<file path="src/rtl/instr_fetch_unit.sv">
// RV32I instruction fetch stage: sequential PC generation, credit-limited imem requests,
// in-order response buffering with per-request PCs, and redirect flushing of in-flight fetches.
module instr_fetch_unit #(
    parameter logic [31:0] RESET_PC   = 32'h0000_0000,
    parameter int          FIFO_DEPTH = 2
) (
    input  logic        clk,
    input  logic        rst,
    output logic        imem_req,
    output logic [31:0] imem_addr,
    input  logic        imem_gnt,
    input  logic        imem_rvalid,
    input  logic [31:0] imem_rdata,
    input  logic        imem_err,
    input  logic        redirect_valid,
    input  logic [31:0] redirect_pc,
    output logic        id_valid,
    input  logic        id_ready,
    output logic [31:0] id_instr,
    output logic [31:0] id_pc,
    output logic        id_fault
);

    localparam int PW = $clog2(FIFO_DEPTH);
    localparam int CW = $clog2(FIFO_DEPTH + 1);
    // Stale responses can pile up across back-to-back redirects, so give the counter headroom.
    localparam int SW = CW + 4;
    localparam logic [CW:0] DEPTH_C = (CW+1)'(FIFO_DEPTH);

    logic [31:0]   fetch_pc;
    logic          halted;
    logic          misalign_pending;
    logic [CW-1:0] outstanding;
    logic [CW-1:0] fifo_count;
    logic [SW-1:0] stale;
    logic [PW-1:0] pcq_rd, pcq_wr;
    logic [PW-1:0] fifo_rd, fifo_wr;

    logic [31:0] pcq_mem    [FIFO_DEPTH];
    logic [31:0] fifo_instr [FIFO_DEPTH];
    logic [31:0] fifo_pc    [FIFO_DEPTH];
    logic        fifo_fault [FIFO_DEPTH];

    logic        credit_ok;
    logic        xfer;
    logic        rsp_stale;
    logic        rsp_live;
    logic        misalign_push;
    logic        push;
    logic        pop;
    logic [31:0] push_instr;
    logic [31:0] push_pc;
    logic        push_fault;

    // Every slot in the buffer is pre-reserved by a request, so responses can always be accepted.
    assign credit_ok = ({1'b0, outstanding} + {1'b0, fifo_count}) < DEPTH_C;
    assign imem_req  = !rst && !redirect_valid && !halted && !misalign_pending && credit_ok;
    assign imem_addr = {fetch_pc[31:2], 2'b00};
    assign xfer      = imem_req && imem_gnt;

    assign rsp_stale     = imem_rvalid && (stale != '0);
    assign rsp_live      = imem_rvalid && (stale == '0) && (outstanding != '0);
    assign misalign_push = misalign_pending && (stale == '0) && !redirect_valid;

    // Decode handshake: an entry transfers on a cycle where id_valid && id_ready; while id_valid is
    // high and id_ready low the head entry is held stable. A redirect overrides the transfer.
    assign push = !redirect_valid && (rsp_live || misalign_push);
    assign pop  = id_valid && id_ready && !redirect_valid;

    always_comb begin
        push_instr = 32'h0;
        push_pc    = fetch_pc;
        push_fault = 1'b1;
        if (rsp_live) begin
            push_instr = imem_err ? 32'h0 : imem_rdata;
            push_pc    = pcq_mem[pcq_rd];
            push_fault = imem_err;
        end
    end

    assign id_valid = (fifo_count != '0);
    assign id_instr = id_valid ? fifo_instr[fifo_rd] : 32'h0;
    assign id_pc    = id_valid ? fifo_pc[fifo_rd]    : 32'h0;
    assign id_fault = id_valid ? fifo_fault[fifo_rd] : 1'b0;

    always_ff @(posedge clk) begin
        if (rst) begin
            fetch_pc         <= RESET_PC;
            halted           <= 1'b0;
            misalign_pending <= 1'b0;
            outstanding      <= '0;
            stale            <= '0;
            pcq_rd           <= '0;
            pcq_wr           <= '0;
            fifo_rd          <= '0;
            fifo_wr          <= '0;
            fifo_count       <= '0;
        end else if (redirect_valid) begin
            // Everything still in flight becomes stale; a response arriving now is already accounted.
            fetch_pc         <= redirect_pc;
            halted           <= 1'b0;
            misalign_pending <= (redirect_pc[1:0] != 2'b00);
            stale            <= stale + SW'(outstanding) - SW'(rsp_stale || rsp_live);
            outstanding      <= '0;
            pcq_rd           <= '0;
            pcq_wr           <= '0;
            fifo_rd          <= '0;
            fifo_wr          <= '0;
            fifo_count       <= '0;
        end else begin
            if (xfer) begin
                fetch_pc <= fetch_pc + 32'd4;
                pcq_wr   <= pcq_wr + PW'(1);
            end
            if (rsp_stale) stale <= stale - SW'(1);
            if (rsp_live) pcq_rd <= pcq_rd + PW'(1);
            case ({xfer, rsp_live})
                2'b10:   outstanding <= outstanding + CW'(1);
                2'b01:   outstanding <= outstanding - CW'(1);
                default: ;
            endcase
            if ((rsp_live && imem_err) || misalign_push) halted <= 1'b1;
            if (misalign_push) misalign_pending <= 1'b0;
            if (push) fifo_wr <= fifo_wr + PW'(1);
            if (pop) fifo_rd <= fifo_rd + PW'(1);
            case ({push, pop})
                2'b10:   fifo_count <= fifo_count + CW'(1);
                2'b01:   fifo_count <= fifo_count - CW'(1);
                default: ;
            endcase
        end
    end

    always_ff @(posedge clk) begin
        if (xfer) pcq_mem[pcq_wr] <= imem_addr;
        if (push) begin
            fifo_instr[fifo_wr] <= push_instr;
            fifo_pc[fifo_wr]    <= push_pc;
            fifo_fault[fifo_wr] <= push_fault;
        end
    end

endmodule

</file>
<file path="config.mk">
export PLATFORM = sky130hd
export DESIGN_NAME = instr_fetch_unit
export DESIGN_NICKNAME = d
export VERILOG_FILES = /design/src/rtl/instr_fetch_unit.sv
export SDC_FILE = /design/constraint.sdc
export NUM_CORES = 1
export LEC_CHECK = 0
export ABC_AREA = 1
export BUFFER_PORTS_ARGS = -buffer_cell sky130_fd_sc_hd__buf_2
export CAP_MARGIN = 20
export CORE_UTILIZATION = 52
export CTS_BUF_LIST = sky130_fd_sc_hd__clkbuf_8
export DETAILED_ROUTE_END_ITERATION = 7
export PLACE_DENSITY = 0.72
export SETUP_SLACK_MARGIN = 0.02
export SLEW_MARGIN = 20
export SYNTH_ARGS = -nofsm -noshare
export SYNTH_HDL_FRONTEND = slang
export SYNTH_SLANG_ARGS = --single-unit
</file>
<file path="constraint.sdc">
create_clock -name clk -period 7.7 [get_ports clk]
set_input_delay 0.385 -clock clk [delete_from_list [all_inputs] [get_ports clk]]
set_output_delay 0.385 -clock clk [all_outputs]
set_load 0.01 [all_outputs]
</file>
Word level (Yosys, flattened, before mapping)
Memories as Yosys holds them, arrays and structs flattened. A register that Yosys moved wholly into a read port is not among the register bits.
Index checks and enable logic that the tools add are counted.
- bits in registers: 48
- bits in latches: 0
- memory bits (writable): 190
- memory bits (read-only): 0
- input port bits: 71
- output and inout port bits: 99
- logic and storage cells: 91
- memories: 4
- $add $sub $neg: 13
- multipliers: 0
- div/mod/pow operators: 0
- order comparisons: 1
- equality and inequality tests: 4
- shifts and indexed selects: 0
- muxes and demuxes: 27
- bitwise operators: 0
- reduce and logical (&&, ||, !) cells: 32
- memory list (memory ; words ; width ; rd ports ; clocked after memory_dff ; wr ports ; RTL line ; RTL):
    fifo_instr ; 2 ; 32 ; 1 ; 1 ; 1 ; 40 ; logic [31:0] fifo_instr [FIFO_DEPTH];
    fifo_pc ; 2 ; 32 ; 1 ; 1 ; 1 ; 41 ; logic [31:0] fifo_pc [FIFO_DEPTH];
    pcq_mem ; 2 ; 30 ; 1 ; 1 ; 1 ; 39 ; logic [31:0] pcq_mem [FIFO_DEPTH];
    fifo_fault ; 2 ; 1 ; 1 ; 1 ; 1 ; 42 ; logic fifo_fault [FIFO_DEPTH];
- operators with widths (cell ; count):
    32-bit 2-to-1 mux ; 7
    32-bit by 3-bit adder with 32-bit output (second input constant) ; 1
    1-bit 2-to-1 mux ; 16
    2-bit nonzero test ; 8
    1-bit logical AND ; 14
    6-bit 2-to-1 mux ; 2
    2-bit case mux with 2 select lines ; 2
    6-bit by 2-bit adder with 6-bit output ; 1
    6-bit zero test ; 1
    6-bit nonzero test ; 1
    6-bit by 1-bit subtractor with 6-bit output ; 1
    6-bit by 1-bit subtractor with 6-bit output (second input constant) ; 1
    1-bit adder (second input constant) ; 4
    2-bit by 1-bit adder with 2-bit output (second input constant) ; 2
    2-bit by 1-bit equality test with 1-bit output (second input constant) ; 2
    2-bit equality test (second input constant) ; 2
    1-bit zero test ; 4
    2-bit by 1-bit subtractor with 2-bit output (second input constant) ; 2
    2-bit by 2-bit adder with 3-bit output ; 1
    1-bit logical OR ; 3
    3-bit by 2-bit < comparator with 1-bit output (second input constant) ; 1
    2-bit OR reduction ; 1

Logic depth before layout (Yosys ltp)
Gate-level depths: netlist of run 1.
- depth in word-level cells: 8
- gate-level depth with buffers: 16
- mapped depth without buffers: 16

Worst setup path after synthesis of run 1
Ideal clock, no wire load.
- path kind: register to register
- start point: register stale[2]
- end point: memory fifo_fault[1], enable pin
- setup time: 0.488 ns
- arrival time: 3.924 ns
- required time: 7.212 ns
- setup slack: 3.288 ns
- cell stages (with the launch flop): 9
- path buffers: 0
- clock period less this slack: 4.412 ns
- cell sequence: dfxtp_1 > inv_1 > ha_1 > nand3_2 > nor2_4 > inv_2 > nand2_1 > nand2_1 > nor2_1
- word-level cells in the longest chain between the ends: 7
- elaborated cells on any way between the ends: 9
- those cells by class: mux (2); reduce/logical (7)
- ends and longest elaborated chain (element ; RTL line ; RTL):
    from (decl) ; 35 ; logic [SW-1:0] stale;
    from (signal assigned) ; 103 ; stale <= stale + SW'(outstanding) - SW'(rsp_stale || rsp_live);
    from (signal assigned) ; 115 ; if (rsp_stale) stale <= stale - SW'(1);
    6-bit zero test * ; 62, 63 ;
    1-bit logical AND (on tied branches) (2 in series) ; 62, 63 ;
    1-bit logical OR * ; 67 ; assign push = !redirect_valid && (rsp_live || misalign_push);
    1-bit logical AND * ; 67 ;
    1-bit 2-to-1 mux * ; 136 ; if (push) begin
    1-bit 2-to-1 mux (implied by the code) * ; 139 ; fifo_fault[fifo_wr] <= push_fault;
    to (decl) ; 42 ;
Mark *: on every way between the ends. The rest lies on a longest branch, timed or not.

==> flow_metrics.py, run 1 <==
metrics = {
    "outcome": {
        "outcome": "complete, no violations",
    },
    "synth": {
        "synthesis.area_um2": 11400,
        "ys.flop_type": "edfxtp_1",
        "yosysSeqAreaShare_pct": 59.0,
        "syn_area_per_cell_um2": 9.31,
        "synthMostInstantiatedCell": "nand2_1",
        "yosysTopAreaCell": "edfxtp_1",
        "ys_top_cells_by_count": "nand2_1 (334), edfxtp_1 (190), inv_1 (155)",
        "synth_area_leaders": "edfxtp_1 (50%), nand2_1 (11%), dfxtp_1 (8.8%)",
        "syn-instance-count": 1220,
        "ys_ff_latch": 240,
        "ys_types": 37,
        "synth-edff-count": 190,
        "netlist.area_leader.share_pct": 50.2,
        "postSynth.asyncResetShare_pct": 0,
        "yosys_warnings": 0,
    },
    "timing": {
        "fin_crit_ps": 3360,
        "setup_viol": 0,
        "rsz0062_at_grt": "false",
        "drv_slew": 0,
        "worst_pin_slew_ps": 949,
        "tns_ps": 0,
        "fmax_mhz": 298,
        "slew_headroom_pct": 36.7,
        "post-route-period-util_pct": 43.6,
        "hold_violations": 0,
        "final.setup_skew_ps": 17.7,
    },
    "clock_tree": {
        "clock_sinks": 240,
        "cts_tree": "done",
        "cts_setup_buffers": 0,
        "holdBufCountCts": 0,
        "cts_resized": 0,
        "clk_pin_slew_ps": 50,
        "root_buffer": "clkbuf_8",
        "htree_levels": 2,
        "cts_buffers": 39,
        "clk_latency_ps": 540,
        "clock_path_buffers": 3,
    },
    "finish": {
        "fin_cells": 1659,
        "register_area_um2": 6710,
        "final_layout_size_suffix_gt1_share_pct": 19.7,
        "multi_input_area_um2": 3610,
        "n_antenna_cell": 0,
        "finalNetCount": 1443,
        "fill_cells": 1827,
        "area_growth_syn_to_layout_pct": 13.3,
    },
    "setup_path": {
        "end_kind": "primary output",
        "cp_data_required_time_ps": 7320,
        "cp.arrival_ps": 2970,
        "critical_path.max_fanout": 66,
        "startpoint_type": "flip-flop",
        "path_class": "reg -> out",
        "r2r_setup_slack_ps": 4650,
    },
    "power": {
        "p_int_mw": 2.04,
        "powerDensity_nw_per_um2": 213,
        "power_mw": 2.74,
        "power.leakage_nw": 5.38,
        "ir_drop_mv": 0.154,
        "pwr-share-clk_pct": 36.1,
        "power_switching_uw": 695,
        "power_frac_seq_pct": 53.6,
        "p_sw_share_pct": 25.4,
        "p_comb_share_pct": 10.3,
    },
    "grt": {
        "grt_pass1_vias": 7982,
        "grt_pass1_wl_um": 40900,
        "grt_max_degree": 67,
        "grt.overflow.total": 0,
        "grt.total_usage_pct": 23.7,
        "antenna_found_initial": 0,
    },
    "route": {
        "vias": 8616,
        "drc_errors": 0,
        "drtAntennaViolNets": 0,
        "drt_iter0_drc": 763,
        "vias_per_cell": 5.19,
        "wl_um": 26200,
        "drt_pre_antenna_iters": 5,
        "routedWlPerCell_um": 15.8,
    },
    "die": {
        "coreArea_um2": 21200,
        "die_w_um": 150,
        "start_util_pct": 53.5,
        "pin_count": 170,
        "die_h_um": 150,
        "rows": 53,
        "dieArea_um2": 22400,
    },
    "place": {
        "routabilityCongestion": 0.909,
        "dp_cells": 1588,
        "hpwl_um": 17400,
        "portBuffers": 167,
    },
    "hold_path": {
        "hold_path_class": "in -> reg",
    },
    "job": {
        "maxCapViolations": 0,
    },
}
==> critical path, cell delays in order (launching register included) <==
cell	delay [ps]
dfxtp_2	310
buf_4	570
clkinv_2	940
nand2_1	280
a21oi_1	110
buf_2	190
==> worst paths after layout <==
path / from / endpoint / depth (start not counted)
setup reg to reg: stale[2] / fifo_pc[1][28] / 10
hold / removal: redirect_pc[6] / fetch_pc[6] / 3
hold reg to reg: fifo_wr / fifo_wr / 2
setup / recovery: flip-flop / id_instr[6] / 5
==> logic make-up after synthesis <==
kind of cell / after synthesis / share of synthesized area [%]
other: 1 / 0.0330
AO/OA/AOI/OAI: 198 / 9.50
adder cells (fa/ha/maj): 18 / 2.11
buffers and inverters: 242 / 9.40
flip-flops: 240 / 59.0
XOR/XNOR: 9 / 0.694
AND/OR/NAND/NOR: 512 / 19.2
==> layout make-up <==
type                       count  area share [%]
sequential                   240            52.1
clock buffer                  39            4.17
multi-input combinational    739            28.1
clock inverter                32            1.25
inverter                     156            4.56
timing repair buffer         178            7.14
tap                          275            2.67
==> flip-flops by register name (all words and copies together), names as in the netlist, named ones only <==
signal	flops
outstanding	2
fifo_rd	1
halted	1
fetch_pc	32
fifo_fault	2
pcq_rd	1
pcq_mem	60
misalign_pending	1
fifo_wr	1
pcq_wr	1
fifo_count	2
stale	6
fifo_instr	64
fifo_pc	64
==> per-layer routing <==
layer  global-route usage, %  part of all wire, %
met2                    37.5                   46
met3                    3.60                  6.9
met4                    8.38                  2.5
met1                    33.3                   45
met5                       0                    0
==> power groups by stage <==
stage	registers, mW	logic [mW]	clock network (mW)
5_1_grt	1.47	0.323	1.08
2_1_floorplan	1.48	0.206	0
6_report	1.47	0.282	0.989
3_5_place_dp	1.49	0.278	0
3_3_place_gp	1.49	0.274	0
4_1_cts	1.47	0.281	1.01
==> per-stage QoR <==
stage / area (µm²) / hold slack, ps / setup WS (ps) / util, %
3_5_place_dp: 12200 / 462 / 4660 / 57.3
2_1_floorplan: 11400 / 440 / 3290 / -
5_1_grt: 12900 / 143 / 4110 / 60.6
6_report: 12900 / 138 / 4340 / 60.6
3_3_place_gp: 12200 / 454 / 4720 / 57.3
4_1_cts: 12900 / 126 / 4580 / 60.6
==> cell usage in the layout (no fill, tap or decap), drive strengths merged <==
cell | synthesis | final
a31oi | 7 | 7
nand4 | 4 | 4
fa | 2 | 2
a21oi | 95 | 95
nor2 | 99 | 99
nor3 | 4 | 4
ha | 16 | 16
and2 | 3 | 3
o211ai | 27 | 27
o22ai | 2 | 2
bufinv | 0 | 1
clkbuf | 35 | 39
inv | 156 | 179
conb | 1 | 2
a22oi | 1 | 1
or2 | 2 | 2
nand3 | 64 | 64
xnor2 | 3 | 3
a211oi | 1 | 1
edfxtp | 190 | 190
nand2 | 335 | 335
o21ai | 65 | 65
and3 | 1 | 1
dfxtp | 50 | 50
xor2 | 6 | 6
buf | 51 | 178
clkinv | 0 | 8
Note: power is estimated with default switching activity, not from simulation.
==> run 2, diff against run 1 <==
==> constraint.sdc (replaced) <==
create_clock -name clk -period 3.5 [get_ports clk]
set_input_delay 0.175 -clock clk [delete_from_list [all_inputs] [get_ports clk]]
set_output_delay 0.175 -clock clk [all_outputs]
set_load 0.01 [all_outputs]
==> flow_metrics.py, run 2 (synthesized netlist as in run 1, its figures left out) <==
metrics = {
    "setup_path": {
        "r2r_start": "stale[2]",
        "cp_data_required_time_ps": 3950,
        "r2r_end": "stale[4]",
        "critical_path.cell_chain": "inv_1 -> ha_1 -> nand3_2 -> nand2_1 -> nand2_1 -> ha_1 -> inv_1 -> ha_1 -> inv_1 -> fa_1 -> o21ai_0 -> nand2_1 -> nand3_1 -> nand3_1 -> a21oi_1",
        "crit_slowest_cell": "fa_1",
        "end_kind": "flip-flop",
        "critical_path.max_fanout": 6,
        "slowest_delay_ps": 400,
        "r2r_setup_slack_ps": 750,
        "critPathTopFamily": "adder cells",
        "setup.worst_path.end": "stale[4]",
        "path_class": "reg -> reg",
        "startpoint_type": "flip-flop",
        "cp_num_buf_inv": 3,
        "cp.arrival_ps": 3200,
        "path_depth": 15,
        "r2r_cells": 15,
        "critPathLaunch": "stale[2]",
    },
    "power": {
        "powerDensity_nw_per_um2": 458,
        "ir_drop_mv": 0.227,
        "power.leakage_nw": 5.63,
        "power_mw": 6.20,
    },
    "die": {
        "pin_count": 170,
        "die_h_um": 150,
        "dieArea_um2": 22400,
        "start_util_pct": 53.5,
        "coreArea_um2": 21200,
        "die_w_um": 150,
        "rows": 53,
    },
    "place": {
        "portBuffers": 167,
        "hpwl_um": 17800,
        "routabilityCongestion": 0.926,
        "place_area_um2": 12200,
        "preCtsSetupSlack_ps": 795,
        "dp_cells": 1593,
    },
    "hold_path": {
        "hold_path_class": "in -> reg",
        "whs_path_depth": 5,
    },
    "timing": {
        "final.setup_skew_ps": 21.8,
        "worst_pin_slew_ps": 754,
        "tns_ps": 0,
        "slew_headroom_pct": 49.6,
        "layout_setup_ws_ps": 753,
        "hold_violations": 0,
        "rsz0062_at_grt": "false",
        "drv_slew": 0,
        "fin_crit_ps": 2750,
        "post-route-period-util_pct": 78.5,
        "fmax_mhz": 364,
        "setup_viol": 0,
    },
    "finish": {
        "final_layout_size_suffix_gt1_share_pct": 19.4,
        "final_cell_mix": "nand2_1 (334), edfxtp_1 (190), buf_2 (167)",
        "finalNetCount": 1506,
        "layout_commonest_cell": "nand2_1",
        "n_antenna_cell": 0,
        "reg.largest.list": "fifo_instr x64, fifo_pc x64, pcq_mem x60",
        "area_growth_syn_to_layout_pct": 19.3,
        "fin_cells": 1718,
        "fin_area_um2": 13600,
    },
    "job": {
        "maxCapViolations": 0,
    },
    "route": {
        "drtAntennaViolNets": 0,
        "vias_per_cell": 5.12,
        "drt_iter0_drc": 685,
        "vias": 8799,
        "drc_errors": 0,
        "drt_pre_antenna_iters": 4,
        "wl_um": 27000,
        "routedWlPerCell_um": 15.7,
    },
    "clock_tree": {
        "clock_path_buffers": 3,
        "cts_setup_buffers": 0,
        "root_buffer": "clkbuf_8",
        "cts_buffers": 38,
        "cts_tree": "done",
        "clk_latency_ps": 540,
        "cts_resized": 0,
        "clock_sinks": 240,
        "clk_pin_slew_ps": 60,
        "htree_levels": 2,
    },
    "grt": {
        "grt_max_degree": 66,
        "grt_pass1_wl_um": 42300,
        "grt.total_usage_pct": 24.3,
        "grt.overflow.total": 0,
        "antenna_found_initial": 0,
        "grt_pass1_vias": 8349,
    },
    "outcome": {
        "outcome": "complete, no violations",
    },
}
==> run 2: layout make-up <==
type                            instances  area [µm²]
Clock buffer                           45         619
Clock inverter                         21         116
Fill cell                            1778        7660
Inverter                              156         586
Multi-Input combinational cell        739        3610
Sequential cell                       240        6710
Tap cell                              275         344
Timing Repair Buffer                  242        1570
==> run 2: power by group <==
group | leakage, nW | internal (mW) | switching [mW]
clock network | 0.415 | 1.24 | 1.06
registers | 2.22 | 3.15 | 0.0723
logic | 2.99 | 0.269 | 0.407
total | 5.63 | 4.66 | 1.54
==> run 2: metal layers <==
metal  vias to the layer above  wire length [µm]  track usage [%]  share of wire [%]
met5                         -                 0                0                  0
met4                         0               494             6.77                1.8
met3                        39              1940             4.39                7.2
met2                       322             12700             40.0                 47
met1                      4064             11900             33.1                 44
li1                       4374                 -                -                  -
==> run 2: stage by stage <==
stage               utilization (%)  hold slack, ps
CTS                            63.9            1.46
global route                   63.9            13.8
detailed placement             57.6             462
floorplan                         -             332
finish                         63.9            17.8
global placement               57.6             448
==> run 2: tightest hold or removal path, stage by stage <==
cell	delay [ps]
buf_2	90
nand2_1	50
o211ai_1	90
nand2_1	50
inv_1	40
==> run 2: what timing repair did <==
action | in CTS | in global routing
hold buffers | 59 | 0
hold endpoints to repair | 91 | 0
setup endpoints to repair | 0 | 0
==> run 2: worst min path at each step <==
stage,from,to,slack (ps)
after floorplan,imem_err,halted,330
after global placement,fifo_wr,fifo_wr,450
after CTS,redirect_pc[7],fetch_pc[7],1
after detailed placement,redirect_pc[23],fetch_pc[23],460
final,redirect_pc[7],fetch_pc[7],20
after global routing,imem_rdata[1],fifo_instr[1][1],10
==> run 3, diff against run 2 <==
--- a/config.mk
+++ b/config.mk
@@ -11,7 +11,7 @@
 export CORE_UTILIZATION = 52
 export CTS_BUF_LIST = sky130_fd_sc_hd__clkbuf_8
 export DETAILED_ROUTE_END_ITERATION = 7
-export PLACE_DENSITY = 0.72
+export PLACE_DENSITY = 0.75
 export SETUP_SLACK_MARGIN = 0.02
 export SLEW_MARGIN = 20
 export SYNTH_ARGS = -nofsm -noshare
==> constraint.sdc (replaced) <==
create_clock -name clk -period 2.5 [get_ports clk]
set_input_delay 0.125 -clock clk [delete_from_list [all_inputs] [get_ports clk]]
set_output_delay 0.125 -clock clk [all_outputs]
set_load 0.01 [all_outputs]
==> flow_metrics.py, run 3 (synthesized netlist as in run 1, its figures left out) <==
metrics = {
    "finish": {
        "reg.largest.list": "fifo_instr x64, fifo_pc x64, pcq_mem x60",
        "area_growth_syn_to_layout_pct": 22.5,
        "n_antenna_cell": 0,
        "fin_area_um2": 13900,
        "fill_cells": 1680,
        "final_layout_size_suffix_gt1_share_pct": 21.1,
        "layout_commonest_cell": "nand2_1",
        "final_cell_mix": "nand2_1 (331), edfxtp_1 (190), buf_2 (167)",
        "fin_cells": 1739,
        "finalNetCount": 1524,
    },
    "clock_tree": {
        "clk_pin_slew_ps": 60,
        "cts_tree": "done",
        "clock_path_buffers": 3,
        "cts_buffers": 39,
        "root_buffer": "clkbuf_8",
        "clk_latency_ps": 530,
        "clock_sinks": 240,
        "htree_levels": 2,
    },
    "job": {
        "maxCapViolations": 0,
    },
    "timing": {
        "slew_headroom_pct": 49.1,
        "post-route-period-util_pct": 93.0,
        "hold-worst-slack_ps": 100,
        "drv_slew": 0,
        "fmax_mhz": 430,
        "hold_violations": 0,
        "rsz0062_at_grt": "true",
        "setup_viol": 0,
        "fin_crit_ps": 2320,
        "final.setup_skew_ps": 33.3,
        "worst_pin_slew_ps": 763,
        "tns_ps": 0,
    },
    "setup_path": {
        "cp_data_required_time_ps": 2680,
        "startpoint_type": "flip-flop",
        "critPathTopFamily": "buffers and inverters",
        "slowest_delay_ps": 450,
        "cp.arrival_ps": 2510,
        "critical_path.cell_chain": "nand2_1 -> inv_1 -> fa_1 -> nor2_1 -> nand4_2 -> buf_4 -> nor2_4 -> buf_4",
        "path_class": "reg -> reg",
        "cp_num_buf_inv": 3,
        "crit_slowest_cell": "dfxtp_1",
        "cpMostUsedCell": "buf_4",
        "end_kind": "flip-flop",
        "critical_path.max_fanout": 21,
    },
    "hold_path": {
        "hold_path_class": "in -> reg",
    },
    "die": {
        "die_w_um": 150,
        "start_util_pct": 53.5,
        "pin_count": 170,
        "dieArea_um2": 22400,
        "die_h_um": 150,
        "coreArea_um2": 21200,
        "rows": 53,
    },
    "power": {
        "ir_drop_mv": 0.427,
        "power.leakage_nw": 5.77,
        "powerDensity_nw_per_um2": 658,
    },
    "grt": {
        "grt.overflow.total": 0,
        "antenna_found_initial": 0,
        "grt_pass1_vias": 8352,
        "grt.total_usage_pct": 24.2,
        "grt_pass1_wl_um": 42000,
        "grt_max_degree": 66,
    },
    "place": {
        "portBuffers": 167,
        "place_area_um2": 12400,
        "dp_cells": 1601,
        "hpwl_um": 17800,
        "routabilityCongestion": 0.930,
    },
    "outcome": {
        "outcome": "complete, no violations",
    },
    "route": {
        "drt_pre_antenna_iters": 5,
        "drc_errors": 0,
        "wl_um": 27100,
        "vias": 8892,
        "drt_iter0_drc": 795,
        "drtAntennaViolNets": 0,
        "routedWlPerCell_um": 15.6,
        "vias_per_cell": 5.11,
    },
}
[run 3: cell types whose count changed in the layout (fill, tap and decap cells not counted), moves of 4 or more]
| cell | change |
|---|---|
| bufinv_16 | +4 |
| dlygate4sd3_1 | +9 |
| buf_12 | +4 |
| inv_1 | -6 |
| clkinv_2 | +4 |
| buf_4 | +4 |
[run 3: layer usage]
layer | routed length [µm] | global-route usage [%] | part of all wire [%] | up-vias
met5 | 0 | 0 | 0 | -
met4 | 503 | 6.67 | 1.9 | 0
li1 | - | - | - | 4411
met1 | 11600 | 33.5 | 43 | 4102
met2 | 12700 | 39.5 | 47 | 337
met3 | 2210 | 3.87 | 8.2 | 42
[run 3: cell type report]
cell class	instances	area (µm²)	share of cell area (%)
clock buffer	43	592	4.25
clock inverter	27	244	1.75
inverter	156	592	4.25
multi-input combinational	739	3670	26.3
sequential	240	6710	48.2
tap	275	344	2.47
timing repair buffer	259	1770	12.7
[run 3: stage by stage]
stage	utilization (%)	worst slack [ps]	power [mW]
global route	65.6	26.6	9.54
finish	65.6	176	9.16
floorplan	-	20.3	5.22
CTS	65.5	90.8	9.19
detailed placement	58.3	117	5.51
global placement	58.3	165	5.49
[run 3: worst register-to-register path: cells and delay by family, from the launching register on]
family	cells	cell delay, ps
buffers and inverters	3	610
AND/OR/NAND/NOR	4	510
adder cells (fa/ha/maj)	1	410
flip-flops	1	450
[run 3: path summary, 6_finish.rpt]
kind | from | endpoint | slack, ps | depth (start not counted)
max | fifo_count[0] | pcq_mem[1][18] | 180 | 8
min | redirect_valid | fetch_pc[19] | 100 | 5
max reg2reg | fifo_count[0] | pcq_mem[1][18] | 180 | 8
min reg2reg | fetch_pc[1] | fetch_pc[1] | 470 | 2
[run 3: report_power, final]
part	total (mW)	switching, mW	internal [mW]	leakage, nW
clock network	3.61	1.51	2.10	0.462
logic	1.03	0.590	0.436	3.08
registers	4.52	0.108	4.41	2.22
total	9.16	2.21	6.95	5.77
[run 3: repair_timing]
| action | CTS | global route |
|---|---|---|
| hold buffers | 68 | 0 |
| endpoints found under the setup margin | 0 | 6 |
| gates resized for setup | 0 | 8 |
| hold endpoints to repair | 103 | 0 |
| setup buffers | 0 | 0 |
